<file path="src/rtl/sha1_pkg.sv">
// sha1_pkg: shared constants and types for the SHA-1 compression core.
//   WORD_W / NUM_ROUNDS  - word width and rounds per 512-bit block
//   H_INIT               - initial chaining values H0..H4
//   K_0..K_3             - round constants, one per 20-round stage
//   state_t              - block-processing FSM states
//   rotl()               - 32-bit rotate-left helper
package sha1_pkg;

  localparam int WORD_W     = 32;
  localparam int NUM_ROUNDS = 80;
  localparam int STAGE_LEN  = 20;

  localparam logic [31:0] H_INIT [0:4] = '{
    32'h67452301, 32'hEFCDAB89, 32'h98BADCFE, 32'h10325476, 32'hC3D2E1F0
  };

  localparam logic [31:0] K_0 = 32'h5A827999;
  localparam logic [31:0] K_1 = 32'h6ED9EBA1;
  localparam logic [31:0] K_2 = 32'h8F1BBCDC;
  localparam logic [31:0] K_3 = 32'hCA62C1D6;

  typedef enum logic [1:0] {
    IDLE  = 2'd0,
    LOAD  = 2'd1,
    ROUND = 2'd2,
    FINAL = 2'd3
  } state_t;

  function automatic logic [31:0] rotl(input logic [31:0] x, input int n);
    return (x << n) | (x >> (32 - n));
  endfunction

endpackage

</file>
<file path="src/rtl/sha1_if.sv">
// sha1_if: bundles the block-input handshake, the schedule-stage link and
// the digest output of sha1_core.
//   slave  modport - the core's view
//   master modport - the environment's view (padder, schedule stage, sink)
interface sha1_if;
  import sha1_pkg::*;

  logic               blk_valid;
  logic               blk_ready;
  logic [511:0]       blk_data;
  logic               blk_first;
  logic               blk_last;
  logic [7:0]         t;
  logic               valid_w;
  logic [511:0]       din;
  logic [WORD_W-1:0]  w;
  logic [159:0]       digest;
  logic               digest_valid;

  modport slave (
    input  blk_valid, blk_data, blk_first, blk_last, w,
    output blk_ready, t, valid_w, din, digest, digest_valid
  );

  modport master (
    output blk_valid, blk_data, blk_first, blk_last, w,
    input  blk_ready, t, valid_w, din, digest, digest_valid
  );

endinterface

</file>
<file path="src/rtl/sha1_f.sv">
// sha1_f: combinational round function and round constant selection.
//   i_t         - round index 0..79
//   i_b/i_c/i_d - working variables b, c, d
//   o_f         - Ch / Parity / Maj / Parity of b,c,d for the round's stage
//   o_k         - matching round constant
module sha1_f
  import sha1_pkg::*;
(
  input  logic [7:0]  i_t,
  input  logic [31:0] i_b,
  input  logic [31:0] i_c,
  input  logic [31:0] i_d,
  output logic [31:0] o_f,
  output logic [31:0] o_k
);

  always_comb begin
    o_f = i_b ^ i_c ^ i_d;
    o_k = K_3;
    if (i_t < 8'(STAGE_LEN)) begin
      o_f = (i_b & i_c) | (~i_b & i_d);
      o_k = K_0;
    end else if (i_t < 8'(2 * STAGE_LEN)) begin
      o_f = i_b ^ i_c ^ i_d;
      o_k = K_1;
    end else if (i_t < 8'(3 * STAGE_LEN)) begin
      o_f = (i_b & i_c) | (i_b & i_d) | (i_c & i_d);
      o_k = K_2;
    end
  end

endmodule

</file>
<file path="src/rtl/sha1_core.sv">
// sha1_core: iterative SHA-1 compression, one round per cycle.
//   clk, rst        - clock, asynchronous active-high reset
//   bus (slave)     - blk_valid/blk_ready/blk_data/blk_first/blk_last from
//                     the padder; t/valid_w/din to the schedule stage and w
//                     back from it; digest/digest_valid to the consumer.
// A block takes 83 cycles: IDLE (handshake), LOAD, 80 x ROUND, FINAL.
module sha1_core
  import sha1_pkg::*;
#(
  parameter int N      = WORD_W,
  parameter int ROUNDS = NUM_ROUNDS
) (
  input  logic  clk,
  input  logic  rst,
  sha1_if.slave bus
);

  state_t         r_state;
  state_t         w_state_next;
  logic [7:0]     r_t;
  logic [511:0]   r_din;
  logic           r_last;
  logic           r_pub_pending;
  logic [N-1:0]   r_a, r_b, r_c, r_d, r_e;
  logic [N-1:0]   r_h [0:4];
  logic [159:0]   r_digest;
  logic           r_digest_valid;

  logic           w_blk_ready;
  logic           w_valid_w;
  logic           w_accept;
  logic           w_last_round;
  logic [N-1:0]   w_f, w_k, w_temp;
  logic [159:0]   w_h_cat;

  assign w_last_round = (r_t == 8'(ROUNDS - 1));

  for (genvar gi = 0; gi < 5; gi++) begin : g_hcat
    assign w_h_cat[159 - 32*gi -: 32] = r_h[gi];
  end

  sha1_f u_f (
    .i_t (r_t),
    .i_b (r_b),
    .i_c (r_c),
    .i_d (r_d),
    .o_f (w_f),
    .o_k (w_k)
  );

  // w is the schedule word for the current t, valid in the same cycle
  assign w_temp = rotl(r_a, 5) + w_f + r_e + w_k + bus.w;

  always_ff @(posedge clk or posedge rst) begin
    if (rst) r_state <= IDLE;
    else     r_state <= w_state_next;
  end

  always_comb begin
    w_state_next = r_state;
    w_blk_ready  = 1'b0;
    w_valid_w    = 1'b0;
    w_accept     = 1'b0;
    case (r_state)
      IDLE: begin
        w_blk_ready = 1'b1;
        if (bus.blk_valid) begin
          w_accept     = 1'b1;
          w_state_next = LOAD;
        end
      end
      LOAD: begin
        w_valid_w    = 1'b1;
        w_state_next = ROUND;
      end
      ROUND: begin
        if (w_last_round) w_state_next = FINAL;
      end
      FINAL: begin
        w_state_next = IDLE;
      end
      default: w_state_next = IDLE;
    endcase
  end

  always_ff @(posedge clk or posedge rst) begin
    if (rst) begin
      r_t            <= '0;
      r_din          <= '0;
      r_last         <= 1'b0;
      r_pub_pending  <= 1'b0;
      r_a            <= '0;
      r_b            <= '0;
      r_c            <= '0;
      r_d            <= '0;
      r_e            <= '0;
      r_digest       <= '0;
      r_digest_valid <= 1'b0;
      for (int i = 0; i < 5; i++) r_h[i] <= H_INIT[i];
    end else begin
      r_digest_valid <= 1'b0;
      // Publish one cycle after FINAL so the digest sees the summed H; a
      // blk_first accepted in that same cycle still reads the old H here.
      if (r_pub_pending) begin
        r_digest       <= w_h_cat;
        r_digest_valid <= 1'b1;
        r_pub_pending  <= 1'b0;
      end
      case (r_state)
        IDLE: begin
          if (w_accept) begin
            r_din  <= bus.blk_data;
            r_last <= bus.blk_last;
            if (bus.blk_first) begin
              for (int i = 0; i < 5; i++) r_h[i] <= H_INIT[i];
            end
          end
        end
        LOAD: begin
          // H was already reinitialised at the handshake for a first block
          r_a <= r_h[0];
          r_b <= r_h[1];
          r_c <= r_h[2];
          r_d <= r_h[3];
          r_e <= r_h[4];
          r_t <= '0;
        end
        ROUND: begin
          r_e <= r_d;
          r_d <= r_c;
          r_c <= rotl(r_b, 30);
          r_b <= r_a;
          r_a <= w_temp;
          r_t <= w_last_round ? 8'd0 : r_t + 8'd1;
        end
        FINAL: begin
          r_h[0] <= r_h[0] + r_a;
          r_h[1] <= r_h[1] + r_b;
          r_h[2] <= r_h[2] + r_c;
          r_h[3] <= r_h[3] + r_d;
          r_h[4] <= r_h[4] + r_e;
          if (r_last) r_pub_pending <= 1'b1;
        end
        default: ;
      endcase
    end
  end

  assign bus.blk_ready    = w_blk_ready;
  assign bus.valid_w      = w_valid_w;
  assign bus.t            = r_t;
  assign bus.din          = r_din;
  assign bus.digest       = r_digest;
  assign bus.digest_valid = r_digest_valid;

endmodule

</file>
<file path="src/flat_wrapper.sv">
// flat-port wrapper written by rule: the top's interface ports become plain ports
module sha1_core_flat import sha1_pkg::*;
#(
  parameter int N      = WORD_W,
  parameter int ROUNDS = NUM_ROUNDS
)
  (clk, rst, bus_blk_valid, bus_blk_data, bus_blk_first, bus_blk_last, bus_w, bus_blk_ready, bus_t, bus_valid_w, bus_din, bus_digest, bus_digest_valid);
  sha1_if bus_i ();
  input  logic clk;
  input  logic rst;
  input wire logic [$bits(bus_i.blk_valid)-1:0] bus_blk_valid;
  input wire logic [$bits(bus_i.blk_data)-1:0] bus_blk_data;
  input wire logic [$bits(bus_i.blk_first)-1:0] bus_blk_first;
  input wire logic [$bits(bus_i.blk_last)-1:0] bus_blk_last;
  input wire logic [$bits(bus_i.w)-1:0] bus_w;
  output wire logic [$bits(bus_i.blk_ready)-1:0] bus_blk_ready;
  output wire logic [$bits(bus_i.t)-1:0] bus_t;
  output wire logic [$bits(bus_i.valid_w)-1:0] bus_valid_w;
  output wire logic [$bits(bus_i.din)-1:0] bus_din;
  output wire logic [$bits(bus_i.digest)-1:0] bus_digest;
  output wire logic [$bits(bus_i.digest_valid)-1:0] bus_digest_valid;
  assign bus_i.blk_valid = bus_blk_valid;
  assign bus_i.blk_data = bus_blk_data;
  assign bus_i.blk_first = bus_blk_first;
  assign bus_i.blk_last = bus_blk_last;
  assign bus_i.w = bus_w;
  assign bus_blk_ready = bus_i.blk_ready;
  assign bus_t = bus_i.t;
  assign bus_valid_w = bus_i.valid_w;
  assign bus_din = bus_i.din;
  assign bus_digest = bus_i.digest;
  assign bus_digest_valid = bus_i.digest_valid;
  sha1_core #(.N(N), .ROUNDS(ROUNDS)) u_core (.clk(clk), .rst(rst), .bus(bus_i));
endmodule
</file>
<file path="config.mk">
export PLATFORM = sky130hd
export DESIGN_NAME = sha1_core_flat
export DESIGN_NICKNAME = d
export VERILOG_FILES = /design/src/rtl/sha1_pkg.sv /design/src/rtl/sha1_if.sv /design/src/rtl/sha1_f.sv /design/src/rtl/sha1_core.sv /design/src/flat_wrapper.sv
export SDC_FILE = /design/constraint.sdc
export NUM_CORES = 2
export LEC_CHECK = 0
export CELL_PAD_IN_SITES_DETAIL_PLACEMENT = 0
export CELL_PAD_IN_SITES_GLOBAL_PLACEMENT = 1
export CORE_AREA = 2 2 485 487
export CTS_CLUSTER_SIZE = 25
export DETAILED_ROUTE_END_ITERATION = 8
export DIE_AREA = 0 0 487 489
export PLACE_DENSITY = 0.58
export REMOVE_ABC_BUFFERS = 1
export SETUP_SLACK_MARGIN = 0.15
export SYNTH_ARGS = -nofsm -noshare
export SYNTH_HDL_FRONTEND = slang
export SYNTH_SLANG_ARGS = --single-unit
</file>
<file path="constraint.sdc">
create_clock -name clk -period 43.9 [get_ports clk]
set_input_delay 8.78 -clock clk [delete_from_list [all_inputs] [get_ports clk]]
set_output_delay 8.78 -clock clk [all_outputs]
set_load 0.03 [all_outputs]
</file>
==> results by group <==
STA
  • Setup-failing EPs final: 0
  • TNS Setup: 0 ns
  • Fin crit share: 0.309
  • Hold Violations, Final: 0
  • Fmax: 0.0737 GHz
  • RSZ-0062 raised after global routing: no
  • Final Max Slew Viols: 0
  • Layout Skew: 0.0646 ns
  • Fin crit period: 13.57 ns
  • Worst hold slack: 0.502 ns
  • Slew @ Worst Pin: 1.18 ns
  • Worst relative slew slack: 0.213
  • Final worst slack: 30.33 ns

Cells and area
  • Layout cell share with drive strength beyond 1: 0.186
  • Post-layout util: 0.309
  • Reg area: 25300 sq um
  • Multi-input gate area: 24600 sq um
  • Fillers: 23800
  • Nets: 6536
  • Final instance area: 72100 sq um
  • Area growth syn-to-layout: 40.4%

Global routing
  • Largest net degree at the start of global routing: 153
  • GRT Total Usage: 0.261
  • Congestion Overflow GR: 0
  • Vias in the first global route: 40700
  • Initial antenna violation count: 137
  • First-pass GRT wire length: 412000 um

Detailed routing
  • Number of remaining DRC errors: 0
  • Iter 0 DRT Violations: 2623
  • TritonRoute pass-1 iters: 7
  • Vias per Instance: 4.62
  • Post-DR wirelength/cell: 35.9 um
  • Via count: 40800
  • DRT Wirelength: 317000 um
  • Post-route ant nets: 0

Die
  • Core Area: 234000 sq um
  • Num rows: 178
  • Initial Util: 0.220
  • Die area: 238000 sq um
  • Die Height: 489 um
  • IO Pins: 1232
  • Chip width: 487 um

Power
  • Pleak: 0.0334 uW
  • Total power per unit cell area: 67.3 nW/um^2
  • Worst VDD drop: 0.0764 mV
  • Sw Ratio: 0.412
  • Sequential share of power: 0.248
  • Clock share of power: 0.248
  • Internal power: 2860 uW
  • Combinational share of power: 0.504
  • Psw: 2000 uW

Synth
  • Distinct cell type count after synthesis: 83
  • Top post-synthesis cells by count: 925 x dfrtp_1, 677 x mux2_2, 419 x a21oi_1
  • Most used DFF post-synth: dfrtp_1
  • Mapped Area: 51400 sq um
  • Post-synth EDFFs: 0
  • Area leader, netlist: dfrtp_1
  • Avg Cell Area, Syn: 11.7 sq um
  • Post-synth ARST share: 1.00
  • Seq/Total Area, Yosys: 0.491
  • Synth warn: 0
  • Mapped Cells: 4406
  • Yosys top cell area share: 0.450
  • Number of synthesized register bits: 1005
  • Synth area leaders: dfrtp_1 45%, mux2_2 15%, ha_1 5.5%
  • Most common cell in the netlist: dfrtp_1

Worst setup path
  • Worst path slowest cell: a211oi_1
  • Worst Path Max Fanout: 4
  • Crit-path most repeated cell: fa_1
  • CP peak stage delay: 0.72 ns
  • Crit-path cells: clkdlybuf4s50_1, fa_1, inv_1, fa_1, fa_1, inv_1, ha_1, inv_1, fa_1, nor2b_1, o31a_1, o211ai_1, a211oi_1, a311oi_1, o31ai_1, a21oi_1, o21ai_0, xnor2_1, o21ai_0
  • Crit path DAT: 14.22 ns
  • Crit path capture type: register
  • Worst Path Buf+Inv: 4
  • Crit Path Class: in2reg
  • Critical path's top delay family: compound AO/OA/AOI/OAI gates
  • Crit start category: input port
  • Critical path required time: 44.55 ns

Clock network
  • H-tree Lvls: 4
  • Post-CTS setup buffer count: 0
  • Hold_buf cts: 0
  • CTS tree: built
  • Clock-pin slew on the worst setup and hold paths: 0.06 ns
  • Post_cts resized: 0
  • Clock Root Buffer: clkbuf_16
  • CTS Buf Count: 137
  • Clk buf depth: 3
  • Worst skew pair latency: 0.80 ns
  • Clk sinks: 1005

Placed design
  • Placer congestion estimate: 0.982
  • Dpl ws: 29.54 ns
  • Post-detail-place hpwl: 267000 um
  • # port buffers: 1231
  • Post-DP Area: 67300 sq um

Worst hold path
  • Class of the worst hold path: reg2reg

Outcome
  • Status: completed

Job
  • Max-cap viol count: 0
==> state kept, by name (all words and copies together) (netlist names) <==
| signal | count |
|---|---|
| u_core.bus.digest | 160 |
| u_core.bus.digest_valid | 1 |
| u_core.bus.din | 512 |
| u_core.bus.t | 8 |
| u_core.r_a | 32 |
| u_core.r_b | 32 |
| u_core.r_c | 32 |
| u_core.r_d | 32 |
| u_core.r_e | 32 |
| u_core.r_h | 160 |
| u_core.r_last | 1 |
| u_core.r_pub_pending | 1 |
| u_core.r_state | 2 |
==> per-layer routing <==
layer / global-route usage / vias to the layer above / routed length (um)
met1: 0.325 / 20900 / 131000
met3: 0.0905 / 386 / 27200
met4: 0.0517 / 94 / 7030
met2: 0.435 / 1320 / 151000
li1: - / 18100 / -
met5: 0 / - / 575
==> area by class of cell <==
| class | count | area share |
|---|---|---|
| antenna | 32 | 0.00111 |
| clock buffer | 195 | 0.0560 |
| clock inverter | 52 | 0.0101 |
| inverter | 252 | 0.0132 |
| multi-input combinational | 2967 | 0.341 |
| sequential | 1005 | 0.350 |
| tap | 3060 | 0.0531 |
| timing repair buffer | 1274 | 0.176 |
==> power by group through the flow <==
stage / Sequential [uW] / Clock [uW] / Combinational (uW)
floorplan: 1140 / 0 / 1870
global placement: 1220 / 0 / 2430
detailed placement: 1220 / 0 / 2450
CTS: 1210 / 1240 / 2470
finish: 1210 / 1210 / 2450
global route: 1220 / 1270 / 2790
==> cell families (layout without fill, tap and decap cells) <==
kind of cell | count (synthesis) | in the layout | share of synthesized area
AND/OR/NAND/NOR | 712 | 712 | 0.0603
buffers and inverters | 434 | 1773 | 0.0317
adder cells (fa/ha/maj) | 350 | 350 | 0.103
flip-flops | 1005 | 1005 | 0.491
other | 0 | 32 | 0
AO/OA/AOI/OAI | 914 | 914 | 0.108
XOR/XNOR | 161 | 161 | 0.0274
multiplexers | 830 | 830 | 0.178
==> worst reg2reg max path, delay by kind of cell, from the launching register on <==
family / cells / cell delay [ns]
AO/OA/AOI/OAI: 9 / 2.74
XOR/XNOR: 1 / 0.13
adder cells (fa/ha/maj): 4 / 1.77
buffers and inverters: 4 / 1.12
flip-flops: 1 / 0.43
AND/OR/NAND/NOR: 6 / 1.49
==> path summary, 6_finish.rpt <==
kind,from,to,slack (ns),cells after the start
worst max-delay path,bus_w[1],u_core.r_a[29],30.33,19
worst min-delay path,u_core.bus.digest[131],u_core.bus.digest[131],0.50,1
worst max register to register,u_core.bus.t[6],u_core.r_a[29],36.09,24
worst min register to register,u_core.bus.digest[131],u_core.bus.digest[131],0.50,1
max in group asynchronous,rst,u_core.r_h[21],31.61,6
min in group asynchronous,rst,u_core.bus.din[86],8.57,2
==> stage by stage <==
step / std cells / power, uW
6_report: 8837 / 4860
5_1_grt: 8809 / 5280
4_1_cts: 8805 / 4910
3_5_place_dp: 8558 / 3680
3_3_place_gp: 8558 / 3660
2_1_floorplan: 4224 / 3020
==> placed cells by master (no fill, tap or decap), types with 125 or more instances in the layout <==
master / n
inv_1: 249
nand2_1: 203
fa_1: 125
o21ai_0: 161
clkdlybuf4s50_1: 1231
nor2_1: 318
ha_1: 222
dfrtp_1: 924
mux2_2: 677
clkbuf_16: 142
mux2i_1: 153
a21oi_1: 419
Note: power is estimated with default switching activity, not from simulation.
